===== src/rtl/mips32_prog_loader.sv =====
`default_nettype none
// ============================================================================
//  Module      : mips32_prog_loader
//  Description : Streams a program image into MIPS32 instruction memory.
//                Byte stream format: 4-byte word count N (MSB first), then
//                N 32-bit words (MSB byte first), then, when checksum support
//                is built in, a 4-byte sum (mod 2^32) of the data words.
//                The core is held halted until the image is fully written,
//                then released with a one-cycle start pulse.
//  Ports       : clk1      - clock, rising edge
//                rst_n     - asynchronous active-low reset
//                in_data   - program byte stream
//                in_valid  - in_data valid
//                in_ready  - loader accepts a byte (HDR, DATA, CHK only)
//                mem_we    - instruction-memory write strobe (one per word)
//                mem_addr  - word address for mem_we
//                mem_wdata - word to write
//                core_halt - holds the core halted while high
//                start     - one-cycle pulse, core may fetch from PC=0
//                done      - load complete (sticky until reset)
//                err       - load failed (sticky until reset)
//  Config      : define MIPS32_LOADER_CHECKSUM_EN to add the CHK state and
//                the data-word accumulator.
//  Revision    : 1.0 - initial release
// ============================================================================
module mips32_prog_loader #(
    parameter int ADDR_W = 10
) (
    input  logic              clk1,
    input  logic              rst_n,
    input  logic [7:0]        in_data,
    input  logic              in_valid,
    output logic              in_ready,
    output logic              mem_we,
    output logic [ADDR_W-1:0] mem_addr,
    output logic [31:0]       mem_wdata,
    output logic              core_halt,
    output logic              start,
    output logic              done,
    output logic              err
);

    typedef enum logic [2:0] {
        IDLE  = 3'd0,
        HDR   = 3'd1,
        DATA  = 3'd2,
        WR    = 3'd3,
`ifdef MIPS32_LOADER_CHECKSUM_EN
        CHK   = 3'd4,
`endif
        START = 3'd5,
        DONE  = 3'd6,
        ERR   = 3'd7
    } state_t;

    // Largest legal word count; 33 bits so 2^ADDR_W is representable.
    localparam logic [32:0] c_max_words = 33'd1 << ADDR_W;

    state_t              state_q, state_d;
    logic [1:0]          byte_cnt_q, byte_cnt_d;
    logic [23:0]         shift_q, shift_d;
    logic [ADDR_W:0]     n_q, n_d;
    logic [ADDR_W:0]     word_cnt_q, word_cnt_d;
`ifdef MIPS32_LOADER_CHECKSUM_EN
    logic [31:0]         sum_q, sum_d;
`endif
    logic                in_ready_q, in_ready_d;
    logic                mem_we_q, mem_we_d;
    logic [ADDR_W-1:0]   mem_addr_q, mem_addr_d;
    logic [31:0]         mem_wdata_q, mem_wdata_d;
    logic                core_halt_q, core_halt_d;
    logic                start_q, start_d;
    logic                done_q, done_d;
    logic                err_q, err_d;

    logic                w_take;
    logic [31:0]         w_full;
    logic [ADDR_W:0]     w_next_cnt;

    always_comb begin
        state_d     = state_q;
        byte_cnt_d  = byte_cnt_q;
        shift_d     = shift_q;
        n_d         = n_q;
        word_cnt_d  = word_cnt_q;
`ifdef MIPS32_LOADER_CHECKSUM_EN
        sum_d       = sum_q;
`endif
        mem_addr_d  = mem_addr_q;
        mem_wdata_d = mem_wdata_q;

        w_take     = in_valid && in_ready_q;
        // Completed word if the current byte is the 4th of a group.
        w_full     = {shift_q, in_data};
        w_next_cnt = word_cnt_q + 1'b1;

        // Byte collection is shared by HDR, DATA and CHK; the 2-bit counter
        // wraps back to 0 after every 4th byte.
        if (w_take) begin
            shift_d    = w_full[23:0];
            byte_cnt_d = byte_cnt_q + 2'd1;
        end

        case (state_q)
            IDLE: state_d = HDR;
            HDR: begin
                if (w_take && byte_cnt_q == 2'd3) begin
                    if (w_full == 32'd0 || {1'b0, w_full} > c_max_words) begin
                        state_d = ERR;
                    end else begin
                        n_d     = w_full[ADDR_W:0];
                        state_d = DATA;
                    end
                end
            end
            DATA: begin
                if (w_take && byte_cnt_q == 2'd3) begin
                    state_d     = WR;
                    mem_addr_d  = word_cnt_q[ADDR_W-1:0];
                    mem_wdata_d = w_full;
`ifdef MIPS32_LOADER_CHECKSUM_EN
                    sum_d       = sum_q + w_full;
`endif
                end
            end
            WR: begin
                word_cnt_d = w_next_cnt;
                if (w_next_cnt < n_q) begin
                    state_d = DATA;
                end else begin
`ifdef MIPS32_LOADER_CHECKSUM_EN
                    state_d = CHK;
`else
                    state_d = START;
`endif
                end
            end
`ifdef MIPS32_LOADER_CHECKSUM_EN
            CHK: begin
                if (w_take && byte_cnt_q == 2'd3) begin
                    state_d = (w_full == sum_q) ? START : ERR;
                end
            end
`endif
            START:   state_d = DONE;
            DONE:    state_d = DONE;
            ERR:     state_d = ERR;
            default: state_d = ERR;
        endcase

        // Outputs are registered, so decode them from the next state.
        in_ready_d  = (state_d == HDR) || (state_d == DATA)
`ifdef MIPS32_LOADER_CHECKSUM_EN
                      || (state_d == CHK)
`endif
                      ;
        mem_we_d    = (state_d == WR);
        core_halt_d = !((state_d == START) || (state_d == DONE));
        start_d     = (state_d == START);
        done_d      = (state_d == DONE);
        err_d       = (state_d == ERR);
    end

    always_ff @(posedge clk1 or negedge rst_n) begin
        if (!rst_n) begin
            state_q     <= IDLE;
            byte_cnt_q  <= 2'd0;
            shift_q     <= 24'd0;
            n_q         <= '0;
            word_cnt_q  <= '0;
`ifdef MIPS32_LOADER_CHECKSUM_EN
            sum_q       <= 32'd0;
`endif
            in_ready_q  <= 1'b0;
            mem_we_q    <= 1'b0;
            mem_addr_q  <= '0;
            mem_wdata_q <= 32'd0;
            core_halt_q <= 1'b1;
            start_q     <= 1'b0;
            done_q      <= 1'b0;
            err_q       <= 1'b0;
        end else begin
            state_q     <= state_d;
            byte_cnt_q  <= byte_cnt_d;
            shift_q     <= shift_d;
            n_q         <= n_d;
            word_cnt_q  <= word_cnt_d;
`ifdef MIPS32_LOADER_CHECKSUM_EN
            sum_q       <= sum_d;
`endif
            in_ready_q  <= in_ready_d;
            mem_we_q    <= mem_we_d;
            mem_addr_q  <= mem_addr_d;
            mem_wdata_q <= mem_wdata_d;
            core_halt_q <= core_halt_d;
            start_q     <= start_d;
            done_q      <= done_d;
            err_q       <= err_d;
        end
    end

    assign in_ready  = in_ready_q;
    assign mem_we    = mem_we_q;
    assign mem_addr  = mem_addr_q;
    assign mem_wdata = mem_wdata_q;
    assign core_halt = core_halt_q;
    assign start     = start_q;
    assign done      = done_q;
    assign err       = err_q;

endmodule
`default_nettype wire


===== config.mk =====
export PLATFORM = sky130hd
export DESIGN_NAME = mips32_prog_loader
export DESIGN_NICKNAME = d
export VERILOG_FILES = /design/src/rtl/mips32_prog_loader.sv
export SDC_FILE = /design/constraint.sdc
export NUM_CORES = 1
export LEC_CHECK = 0
export BUFFER_PORTS_ARGS = -buffer_cell sky130_fd_sc_hd__buf_2
export CORE_MARGIN = 2
export CORE_UTILIZATION = 45
export DETAILED_ROUTE_END_ITERATION = 10
export HOLD_SLACK_MARGIN = 0.03
export PLACE_DENSITY_LB_ADDON = 0.25
export SLEW_MARGIN = 10
export SYNTH_ARGS = -nofsm -noshare
export SYNTH_HDL_FRONTEND = slang
export SYNTH_SLANG_ARGS = --single-unit

===== constraint.sdc =====
create_clock -name clk1 -period 6.7 [get_ports clk1]
set_input_delay 0 -clock clk1 [delete_from_list [all_inputs] [get_ports clk1]]
set_output_delay 0 -clock clk1 [all_outputs]
set_load 0.03 [all_outputs]

==> impl.org <==
** STA
- Static timing analysis puts the maximum clock frequency at around 380 MHz.
- Skew final :: 16.1 ps
- Setup repair after global routing left no endpoint under its margin.
- Fin Setup TNS :: 0 ps
- Slew Viols, Final :: 0
- Setup violations remaining at the end of the flow were counted as 0.
- In the post-route analysis, the smallest setup slack over all paths is roughly 4000 ps.
- Final Hold Viols :: 0
- For the pin with the worst max-slew slack, the measured transition is 1070 ps.
- Relative slew slack :: 0.287
- Of the available clock period, the critical path in the final layout requires 0.389.
- Final min period :: 2600 ps

** Floorplanning
- The floorplan step defined a core boundary enclosing 0.00924 mm2.
- Row generation in the floorplan step produced 35 rows.
- Pin placement for this block handled 59 I/O pins.
- For this configuration, the core starts out at a cell density of 0.462.
- Full die area :: ~0.010 mm2
- Die extent in y :: 101 um
- Die span in x :: 101 um

** Setup path
- STA classifies the critical path startpoint as a flop.
- CP max stage cell :: sky130_fd_sc_hd__dfrtp_1
- Worst endpoint required time :: 6930 ps
- CP bufs+invs :: 0
- The largest single stage delay on the critical path is 460 ps.
- Type of the worst setup path :: reg -> reg
- Top cell family by delay on the critical path :: simple AND/OR/NAND/NOR gates
- Critical path arrival :: 2830 ps
- In this run the worst path has a maximum fanout of 6.
- STA classifies the critical path endpoint as a flop.
- Cell breakdown of the critical path :: ha_1 -> nand3_1 -> or2_2 -> xnor2_1 -> ha_1 -> nand3_1 -> o211ai_1 -> a21oi_1 -> o22ai_1 -> nor2_1

** Clocking
- The tree built by TritonCTS fans out to just under 100 sinks.
- The clock passes through at most 2 buffers.
- Source-to-sink clock delay at the later pin of the worst-skew pair :: 360 ps
- Clock tree synthesis inserted a total of 9 buffers.
- Clock root buffer master :: sky130_fd_sc_hd__clkbuf_8
- Buffers added to address setup during post-CTS repair amount to 0.
- CTS tree :: yes
- In this run the number of H-tree levels came out at 3.
- Clock-pin slew was measured on the worst setup and hold paths at 100 ps.

** Route
- After detailed routing, the average wire length per cell comes to 14.8 um.
- Final ANT Viol Nets :: 0
- Detailed route wirelength on metal3 :: 202 um
- Violation count after the first detailed-route iteration :: 89
- Routed signal wires occupy layers up through met4.
- The first detailed-routing pass took 4 iterations.
- Final WL :: roughly 7700 um
- For this block, wires on met1 add up to roughly 3700 um.
- After detailed routing, the number of remaining DRC violations is 0.
- After detailed routing, the number of vias per cell comes to 5.01.
- Sum of met2 wire segment lengths after detailed routing :: 3680 um
- The routed layout has 2603 vias.

** Yosys
- Among all flip-flop cells after synthesis, the most frequent one is sky130_fd_sc_hd__dfrtp_1.
- Area share of the leading cell type in the synthesized netlist :: 0.574
- In this run, synthesis produced a sequential element count of 99.
- For this run, the register share of the synthesized area comes to 0.581.
- The biggest area contributor in the post-synthesis netlist is sky130_fd_sc_hd__dfrtp_1.
- A synthesized cell averages 13.5 um2.
- Synthesized netlist net count :: 340
- Post-synthesis cell type count :: 38
- Number of enable flip-flop cells after synthesis :: 0
- Mapped Cells :: 317
- After synthesis the cells add up to 0.00427 mm2.
- For this run, the number of Yosys warnings is 0.
- In the synthesized netlist, the cells that appear most often are sky130_fd_sc_hd__dfrtp_1 (98), sky130_fd_sc_hd__mux2_2 (61), sky130_fd_sc_hd__nor2_1 (17).
- Ranked by total cell area, the synthesized netlist is headed by sky130_fd_sc_hd__dfrtp_1 (57%), sky130_fd_sc_hd__mux2_2 (16%), sky130_fd_sc_hd__ha_1 (3.5%).
- After synthesis, the share of flip-flops with an asynchronous set or reset is 1.00.
- Top-count cell post-synth :: sky130_fd_sc_hd__dfrtp_1

** Global routing
- For this run, the total global-route usage over all layers was measured as 0.161.
- The total overflow left after global routing is 0.
- The number of antenna violations at the first check in global routing came to 0.
- Number of global-route vias before repair :: 2568
- The first global-routing pass estimated 12800 um of wire.
- Entering global routing, the biggest net connects 75 pins.

** Layout
- Once layout is complete, the utilization of the core stands at 0.538.
- Layout Nets :: 410
- Of the cells placed in the final design, the portion with a size suffix greater than 1 is 0.386.
- Number of inserted diodes :: 0
- Area growth from synthesis to final layout :: 16.5%

** Power
- The analysis attributes to cell leakage a power of roughly 2.4 nW.
- Dividing total power by cell area gives a power density of 425 mW/mm2.
- Total power :: 2.12 mW
- Across the VDD grid, the largest voltage drop is 0.236 mV.

** Status
- Result of the run :: completed

** Placement
- Setup slack after placement :: approximately 4100 ps
- Last weighted congestion value of the routability-driven placer :: 0.796
- Count of input and output buffers :: a little under 60
- The HPWL after detailed placement is between 5000 and 6000 um.

** Min path
- Class of the tightest hold or removal check :: in -> async

** Job
- Max-cap violations in this run came to 0.
registers in the layout, summed over array words and instances (netlist names), 2 cells and up:
register / count
mem_wdata: 32
shift_q: 24
n_q: 11
word_cnt_q: 11
mem_addr: 10
state_q: 3
byte_cnt_q: 2
routing by layer:
metal | vias to the layer above | GRT usage
li1 | 1247 | -
met1 | 1304 | 0.222
met2 | 42 | 0.257
met3 | 10 | 0.0304
met4 | 0 | 0.0593
met5 | - | 0
cells by family after synthesis:
kind of cell               share of synthesized area
muxes                                          0.211
and+or+nand+nor                               0.0800
DFF                                            0.581
AOI/OAI and AO/OA                             0.0302
xor gates and xnor gates                      0.0410
adders and majority gates                     0.0352
buffers and inverters                         0.0223
worst paths after layout:
kind,from,to,slack (ps),cells past startpoint
hold reg to reg,mem_wdata[17],mem_wdata[17],490,1
min in group clk1,in_valid,mem_we,130,3
setup / recovery,word_cnt_q[0],state_q[1],4100,10
setup reg to reg,word_cnt_q[0],state_q[1],4100,10
max in group asynchronous,rst_n,shift_q[13],5400,3
hold / removal,rst_n,mem_addr[4],80,2
timing repair:
| item | CTS | global route |
|---|---|---|
| endpoints found under the hold margin | 49 | 0 |
| resized for setup | 0 | 0 |
| hold buffers | 9 | 0 |
worst reg2reg max path, delay by kind of cell (launching register included):
kind / cells / cell delay, ps
DFF: 1 / 460
and+or+nand+nor: 4 / 710
xor gates and xnor gates: 1 / 140
adders and majority gates: 2 / 540
AOI/OAI and AO/OA: 3 / 640
cell usage in the layout (no fill, tap or decap), types with 2 or more instances in the layout:
cell                            instances
sky130_fd_sc_hd__dfrtp_1               98
sky130_fd_sc_hd__mux2_2                61
sky130_fd_sc_hd__buf_2                 57
sky130_fd_sc_hd__nor2_1                17
sky130_fd_sc_hd__nand2_1               16
sky130_fd_sc_hd__inv_1                 12
sky130_fd_sc_hd__ha_1                  12
sky130_fd_sc_hd__nand3_1               11
sky130_fd_sc_hd__xor2_1                11
sky130_fd_sc_hd__xnor2_1                9
sky130_fd_sc_hd__mux2_4                 9
sky130_fd_sc_hd__clkbuf_8               9
sky130_fd_sc_hd__dlygate4sd3_1          9
sky130_fd_sc_hd__nor4_1                 6
sky130_fd_sc_hd__mux2_1                 6
sky130_fd_sc_hd__a21oi_1                5
sky130_fd_sc_hd__nand4_1                4
sky130_fd_sc_hd__o21ai_0                3
sky130_fd_sc_hd__nand2b_1               3
sky130_fd_sc_hd__buf_4                  3
sky130_fd_sc_hd__or2_2                  2
sky130_fd_sc_hd__a211oi_1               2
sky130_fd_sc_hd__nor3_1                 2
sky130_fd_sc_hd__nor4b_2                2
sky130_fd_sc_hd__a211o_1                2
sky130_fd_sc_hd__clkinv_2               2
power breakdown:
| part | total, mW | switching (mW) | internal [mW] |
|---|---|---|---|
| registers | 0.967 | 0.159 | 0.808 |
| logic | 0.776 | 0.453 | 0.323 |
| clock network | 0.372 | 0.201 | 0.171 |
area by class of cell:
cell class / instances / area (um2)
Clock buffer: 9 / 124
Tap cell: 129 / 161
Clock inverter: 6 / 65.1
Timing Repair Buffer: 69 / 398
Fill cell: 819 / 4270
Sequential cell: 99 / 2480
Multi-Input combinational cell: 196 / 1700
Inverter: 12 / 45.0
metrics by stage:
step                instance area (um2)  cells  hold slack [ps]
finish                             4970    520             83.6
global route                       4970    520              105
CTS                                4970    520             82.9
detailed placement                 4690    496            -72.2
global placement                   4690    496            -74.0
floorplan                          4270    317             -296
No activity file was read; power rests on OpenSTA's default activity.
